File: src/rtl/bg_pkg.sv
// Shared types for the background tile fetcher: FSM states, tile-map word
// field positions and the next-tile buffer record.
package bg_pkg;

  typedef enum logic [2:0] {
    ST_IDLE,
    ST_ISSUE,
    ST_WAIT,
    ST_LATCH,
    ST_CREQ,
    ST_FULL
  } bg_state_e;

  localparam int unsigned PAL_MSB   = 15;
  localparam int unsigned PAL_LSB   = 12;
  localparam int unsigned HFLIP_BIT = 11;
  localparam int unsigned CODE_MSB  = 10;
  localparam int unsigned CODE_LSB  = 0;

  typedef struct packed {
    logic [3:0]  pal;
    logic        hflip;
    logic [31:0] pix;
  } tile_buf_t;

  function automatic logic [31:0] nibble_rev(input logic [31:0] d);
    logic [31:0] r;
    r = '0;
    for (int unsigned i = 0; i < 8; i++) r[4*i +: 4] = d[4*(7-i) +: 4];
    return r;
  endfunction

endpackage

File: src/rtl/bg_pix_shift.sv
// Pixel shifter with one-deep next-tile buffer: emits one pixel per PCE,
// reloads from the buffer every 8 pixels and flags underrun when it is empty.
module bg_pix_shift
  import bg_pkg::*;
(
  input  logic      clk_i,
  input  logic      rst_ni,
  input  logic      pce_i,
  input  logic      clear_i,
  input  logic [2:0] fine_x_i,
  input  logic      wr_i,
  input  tile_buf_t wr_tile_i,
  output logic      buf_full_o,
  output logic [7:0] pixel_o,
  output logic      underrun_o
);

  tile_buf_t   buf_q, buf_d;
  logic        buf_v_q, buf_v_d;
  logic [31:0] sh_q, sh_d;
  logic [3:0]  pal_q, pal_d;
  logic [2:0]  cnt_q, cnt_d;
  logic        primed_q, primed_d;
  logic [7:0]  pix_q, pix_d;
  logic        und_q, und_d;
  logic        consume;
  logic        unused_flip;

  assign unused_flip = buf_q.hflip;

  always_comb begin
    buf_d    = buf_q;
    buf_v_d  = buf_v_q;
    sh_d     = sh_q;
    pal_d    = pal_q;
    cnt_d    = cnt_q;
    primed_d = primed_q;
    pix_d    = pix_q;
    und_d    = und_q;
    consume  = 1'b0;
    if (clear_i) begin
      buf_v_d  = 1'b0;
      sh_d     = '0;
      pal_d    = '0;
      cnt_d    = '0;
      primed_d = 1'b0;
      und_d    = 1'b0;
    end else begin
      if (!primed_q) begin
        if (pce_i) pix_d = '0;
        // First tile of the line: drop the fine-scroll pixels up front.
        if (buf_v_q) begin
          consume  = 1'b1;
          sh_d     = buf_q.pix << {fine_x_i, 2'b00};
          pal_d    = buf_q.pal;
          cnt_d    = fine_x_i;
          primed_d = 1'b1;
        end
      end else if (pce_i) begin
        pix_d = {pal_q, sh_q[31:28]};
        sh_d  = sh_q << 4;
        cnt_d = cnt_q + 3'd1;
        if (cnt_q == 3'd7) begin
          if (buf_v_q) begin
            consume = 1'b1;
            sh_d    = buf_q.pix;
            pal_d   = buf_q.pal;
          end else begin
            sh_d  = '0;
            pal_d = '0;
            und_d = 1'b1;
          end
        end
      end
      // A write landing with a consume keeps the fresh tile valid.
      if (consume) buf_v_d = 1'b0;
      if (wr_i) begin
        buf_d   = wr_tile_i;
        buf_v_d = 1'b1;
      end
    end
  end

  always_ff @(posedge clk_i or negedge rst_ni) begin
    if (!rst_ni) begin
      buf_q    <= '0;
      buf_v_q  <= 1'b0;
      sh_q     <= '0;
      pal_q    <= '0;
      cnt_q    <= '0;
      primed_q <= 1'b0;
      pix_q    <= '0;
      und_q    <= 1'b0;
    end else begin
      buf_q    <= buf_d;
      buf_v_q  <= buf_v_d;
      sh_q     <= sh_d;
      pal_q    <= pal_d;
      cnt_q    <= cnt_d;
      primed_q <= primed_d;
      pix_q    <= pix_d;
      und_q    <= und_d;
    end
  end

  assign buf_full_o = buf_v_q;
  assign pixel_o    = pix_q;
  assign underrun_o = und_q;

endmodule

File: src/rtl/bg_tile_fetch.sv
// Background tile fetcher: tile-map read, character ROM row handshake and
// pixel shifter. Optional horizontal flip when BG_HFLIP_EN is defined.
module bg_tile_fetch
  import bg_pkg::*;
#(
  parameter int unsigned CHR_AW = 14
) (
  input  logic              CLK,
  input  logic              RST_N,
  input  logic              PCE,
  input  logic              LINE_START,
  input  logic [7:0]        VPOS,
  input  logic [7:0]        SCRX,
  input  logic [7:0]        SCRY,
  output logic [9:0]        VADR,
  input  logic [15:0]       VDAT,
  output logic              CHR_REQ,
  output logic [CHR_AW-1:0] CHR_ADR,
  input  logic              CHR_ACK,
  input  logic [31:0]       CHR_DAT,
  output logic [7:0]        PIXEL,
  output logic              UNDERRUN
);

  bg_state_e         state_q, state_d;
  logic [7:0]        y_q, y_d;
  logic [4:0]        col_q, col_d;
  logic [2:0]        fx_q, fx_d;
  logic [9:0]        vadr_q, vadr_d;
  logic [CHR_AW-1:0] adr_q, adr_d;
  logic [3:0]        pal_q, pal_d;
  logic              discard_q, discard_d;
  logic              wr, clear, buf_full;
  tile_buf_t         wr_tile;

  always_comb begin
    state_d   = state_q;
    y_d       = y_q;
    col_d     = col_q;
    fx_d      = fx_q;
    vadr_d    = vadr_q;
    adr_d     = adr_q;
    pal_d     = pal_q;
    discard_d = discard_q;
    wr        = 1'b0;
    clear     = 1'b0;
    if (LINE_START) begin
      y_d   = VPOS + SCRY;
      col_d = SCRX[7:3];
      fx_d  = SCRX[2:0];
      clear = 1'b1;
    end
    unique case (state_q)
      ST_IDLE:  ;
      ST_ISSUE: begin
        vadr_d  = {y_q[7:3], col_q};
        state_d = ST_WAIT;
      end
      ST_WAIT:  state_d = ST_LATCH;
      ST_LATCH: begin
        pal_d   = VDAT[PAL_MSB:PAL_LSB];
        adr_d   = CHR_AW'({VDAT[CODE_MSB:CODE_LSB], y_q[2:0]});
        state_d = ST_CREQ;
      end
      // A new line arriving mid-handshake finishes the old request, then drops its data.
      ST_CREQ: begin
        if (CHR_ACK) begin
          discard_d = 1'b0;
          if (!discard_q && !LINE_START) begin
            wr      = 1'b1;
            col_d   = col_q + 5'd1;
            state_d = ST_FULL;
          end else begin
            state_d = ST_ISSUE;
          end
        end else if (LINE_START) begin
          discard_d = 1'b1;
        end
      end
      ST_FULL:  if (!buf_full) state_d = ST_ISSUE;
      default:  state_d = ST_IDLE;
    endcase
    if (LINE_START && state_q != ST_CREQ) state_d = ST_ISSUE;
  end

  always_ff @(posedge CLK or negedge RST_N) begin
    if (!RST_N) begin
      state_q   <= ST_IDLE;
      y_q       <= '0;
      col_q     <= '0;
      fx_q      <= '0;
      vadr_q    <= '0;
      adr_q     <= '0;
      pal_q     <= '0;
      discard_q <= 1'b0;
    end else begin
      state_q   <= state_d;
      y_q       <= y_d;
      col_q     <= col_d;
      fx_q      <= fx_d;
      vadr_q    <= vadr_d;
      adr_q     <= adr_d;
      pal_q     <= pal_d;
      discard_q <= discard_d;
    end
  end

`ifdef BG_HFLIP_EN
  logic flip_q;

  always_ff @(posedge CLK or negedge RST_N) begin
    if (!RST_N) flip_q <= 1'b0;
    else if (state_q == ST_LATCH) flip_q <= VDAT[HFLIP_BIT];
  end

  assign wr_tile = {pal_q, flip_q, (flip_q ? nibble_rev(CHR_DAT) : CHR_DAT)};
`else
  logic unused_hflip;

  assign unused_hflip = VDAT[HFLIP_BIT];
  assign wr_tile      = {pal_q, 1'b0, CHR_DAT};
`endif

  bg_pix_shift u_shift (
    .clk_i      (CLK),
    .rst_ni     (RST_N),
    .pce_i      (PCE),
    .clear_i    (clear),
    .fine_x_i   (fx_q),
    .wr_i       (wr),
    .wr_tile_i  (wr_tile),
    .buf_full_o (buf_full),
    .pixel_o    (PIXEL),
    .underrun_o (UNDERRUN)
  );

  assign VADR    = vadr_q;
  assign CHR_REQ = (state_q == ST_CREQ);
  assign CHR_ADR = adr_q;

endmodule

File: config.mk
export PLATFORM = sky130hd
export DESIGN_NAME = bg_tile_fetch
export DESIGN_NICKNAME = d
export VERILOG_FILES = /design/src/rtl/bg_pkg.sv /design/src/rtl/bg_pix_shift.sv /design/src/rtl/bg_tile_fetch.sv
export SDC_FILE = /design/constraint.sdc
export NUM_CORES = 1
export LEC_CHECK = 0
export ABC_CLOCK_PERIOD_IN_PS = 2450
export CORE_AREA = 2 2 97 145
export DETAILED_ROUTE_END_ITERATION = 6
export DIE_AREA = 0 0 99 147
export GPL_TIMING_DRIVEN = 0
export MAX_ROUTING_LAYER = met4
export PLACE_DENSITY = 0.79
export SYNTH_ARGS = -nofsm -noshare
export SYNTH_HDL_FRONTEND = slang
export SYNTH_SLANG_ARGS = --single-unit
File: constraint.sdc
create_clock -name CLK -period 2.45 [get_ports CLK]
set_clock_uncertainty 0.05 [all_clocks]
set_input_delay 0.49 -clock CLK [delete_from_list [all_inputs] [get_ports CLK]]
set_output_delay 0.49 -clock CLK [all_outputs]
set_load 0.02 [all_outputs]
==> summary.md <==
| Metric | Value |
|---|---|
| Routed len/inst | 22.20 um |
| CTS Hold Bufs | 1 |
| Mapped Cells | around 580 |
| Dominant synthesized flop cell | dfrtp_1 |
| Worst Tran Pin Value | 0.7129 ns |
| Synthesized area per cell | 12.16 sq um |
| Die Y | 147 um |
| Initial antenna violation count | 0 |
| Crit-path cells | nor2_2 -> nand2_2 -> inv_4 -> clkdlybuf4s50_1 |
| Yosys reg bits | about 130 |
| RePlAce Congestion | around 0.95 |
| 1st-pass router iterations | 6 |
| Min Tclk post-route | 2.357 ns |
| IO Port Bufs | around 110 |
| Final setup margin | 0.09330 ns |
| Worst reg2reg path depth | 7 |
| Clk_lat worst skew | roughly 0.43 ns |
| Met1 WL | 6868 um |
| Io pins | around 110 |
| Slew headroom | a little over half |
| Final #Nets | just under 800 |
| Worst path slowest cell | clkdlybuf4s50_1 |
| Result of the run | complete, no violations |
| DR WL met2 | 10490 um |
| Die footprint | 0.01455 sq mm |
| Num Clock Sinks | about 130 |
| Pwr/cell area | between 900 and 1000 mW/mm^2 |
| Clock root cell | clkbuf_16 |
| CP Data Arrival Time | 1.82 ns |
| Vias in the first global route | around 6000 |
| Core area | approximately 0.013 sq mm |
| Critical path class | reg2out |
| Pin count of the biggest net entering global routing | 86 |
| Final HPWL DP | ~14000 um |
| Area leader, netlist | dfrtp_1 |
| Congestion Overflow GR | 0 |
| Max Freq | between 400 and 500 MHz |
| Share of flip-flops with an asynchronous set or reset | 100.0% |
| Post-CTS Setup Bufs | 0 |
| Most instantiated cells after synthesis | dfrtp_1 (134), mux2_2 (48), nand2_1 (42) |
| Routed wl met3 | around 1100 um |
| First-pass GRT wire length | 31170 um |
| WP data required | roughly 1.9 ns |
| Final hold vios | 0 |
| Residual DRC | 0 |
| Clk buf depth | 2 |
| Synth area leaders | dfrtp_1 (48%), mux2_2 (7.7%), mux2_4 (7.1%), mux4_2 (3.9%), a22oi_1 (3.5%) |
| Antenna Cells | 0 |
| YS warnings | 0 |
| Setup Slack @ Placement | roughly 0.015 ns |
| Syn nets | 664 |
| Slowest stage delay, CP | roughly 0.61 ns |
| Worst setup SP type | flip-flop |
| GRT Resource Usage Total | 28.63% |
| Critical path peak fanout | 6 |
| Number of buffers created by CTS | 17 |
| Tcrit/Tclk final | 96.19% |
| Hold path depth | 2 |
| RSZ-0062 raised after global routing | false |
| DRT Wirelength | 19540 um |
| Synthesized cell area | between 0.007 and 0.008 sq mm |
| Setup violators final | 0 |
| H-Tree Depth | 4 |
| CTS tree | built |
| Finished Cell Area | 0.008929 sq mm |
| Cell row count | 52 |
| Top layer in use | met4 |
| Critical path depth | 4 |
| CP endpoint kind | output port |
| Static leakage power | between 3 and 4 nW |
| Share of layout cells above drive strength 1 | 22.98% |
| Die span in x | a little under 100 um |
| CP top delay family | buffers and inverters |
| Max Cap Viol | 0 |
| Fraction of post-synthesis cell area in the top cell type by area | 47.86% |
| Area Growth Syn to Fin | 27.43% |
| Post-layout util | about 67% |
| 1st-iter DRT viols | 520 |
| Count leader, synth | dfrtp_1 |
| Remaining antenna violation count after routing | 0 |
| Initial Utilization | approximately 53% |
| WP buf/inv | 2 |
| Avg Vias per Cell | 6.253 |
| Yosys cell types | 62 |
| Max Slew Vio Count | 0 |
| Peak VDD IR | slightly below 900 uV |
| Sequential element share of the synthesized area | a little under half |
| Hold Crit Class | reg2reg |
| Post-synth EDFFs | 0 |
| Area post-placement | ~0.0083 sq mm |
| Post-cts resize count | 0 |
| Clock transition at path regs | around 0.06 ns |
| Fillers | 986 |
| Via count | roughly 5500 |
[tightest hold or removal path, stage by stage, from the launching register on]
cell and delay, ns:
dfrtp_1 0.34, nand2_1 0.05, o21ai_0 0.06
[state kept, by name, summed over array words and instances, names as in the netlist]
signal,count
u_shift.buf_full_o,1
col_q,5
u_shift.underrun_o,1
u_shift.pal_q,4
fx_q,3
u_shift.primed_q,1
VADR,10
state_q,3
pal_q,4
u_shift.pixel_o,8
y_q,8
CHR_ADR,14
discard_q,1
u_shift.sh_q,32
u_shift.cnt_q,3
u_shift.buf_q,36
[path summary, 6_finish.rpt]
kind,from,endpoint,slack (ns)
setup / recovery,state_q[1]$_DFFE_PN0P_,CHR_REQ,0.09
hold / removal,u_shift.sh_q[5]$_DFFE_PN0P_,u_shift.sh_q[5]$_DFFE_PN0P_,0.43
setup reg to reg,u_shift.cnt_q[0]$_DFFE_PN0P_,u_shift.sh_q[31]$_DFFE_PN0P_,0.17
hold reg to reg,u_shift.sh_q[5]$_DFFE_PN0P_,u_shift.sh_q[5]$_DFFE_PN0P_,0.43
max in group asynchronous,RST_N,u_shift.sh_q[8]$_DFFE_PN0P_,1.03
min in group asynchronous,RST_N,VADR[9]$_DFFE_PN0N_,0.52
[cells in the final DEF, fill, tap and decap left out, drive strengths merged, types with 3 or more instances in the layout]
cell / n
a211oi: 5
a221oi: 12
a21o: 6
xor2: 3
clkbuf: 32
nor2: 23
nand3b: 4
a22oi: 33
a22o: 16
nand2: 43
clkinvlp: 4
mux2: 84
o221ai: 8
inv: 11
a31oi: 10
nand2b: 4
buf: 34
or3: 3
nor4: 3
nand3: 3
clkdlybuf4s50: 107
ha: 10
a21oi: 9
mux2i: 11
a222oi: 4
mux4: 12
dfrtp: 134
o21ai: 40
o31ai: 5
nor2b: 9
[layout make-up]
type | instances | area, sq um | share of cell area, %
clock inverter | 12 | 142.6 | 1.598
tap | 162 | 202.7 | 2.270
buffer | 44 | 294.0 | 3.293
multi-input combinational | 391 | 3331 | 37.30
sequential | 134 | 3353 | 37.56
timing repair buffer | 110 | 1120 | 12.54
clock buffer | 20 | 456.7 | 5.115
inverter | 7 | 28.78 | 0.3223
[cell families (layout without fill, tap and decap cells)]
kind of cell	Yosys count	count (layout)	share of synthesized area, %
adders and majority gates	11	11	2.071
xor gates and xnor gates	5	5	0.6251
muxes	107	107	20.70
AOI/OAI and AO/OA	162	162	16.30
buffers and inverters	51	193	4.607
DFF	134	134	47.86
and+or+nand+nor	106	106	7.839
[through the flow]
| step | hold WS (ns) | setup TNS, ns | power, mW | instances |
|---|---|---|---|---|
| floorplan | 0.1444 | 0 | 4.992 | 576 |
| global placement | 0.4105 | -577.32 | 6.088 | 846 |
| detailed placement | 0.4174 | 0 | 6.182 | 847 |
| CTS | 0.4374 | 0 | 8.813 | 880 |
| global route | 0.4478 | 0 | 9.140 | 880 |
| finish | 0.4331 | 0 | 8.801 | 880 |
[where the power goes]
group          switching, mW  internal, mW
sequential             0.749          2.79
combinational           1.11          1.56
clock                   1.03          1.57
[routing by layer]
layer  GRT usage (%)  vias up
met5               -        -
met4           16.92        0
met3           5.423       80
met2           48.55      255
met1           30.85     2725
li1                -     2443
(Power assumes the default switching activity.)
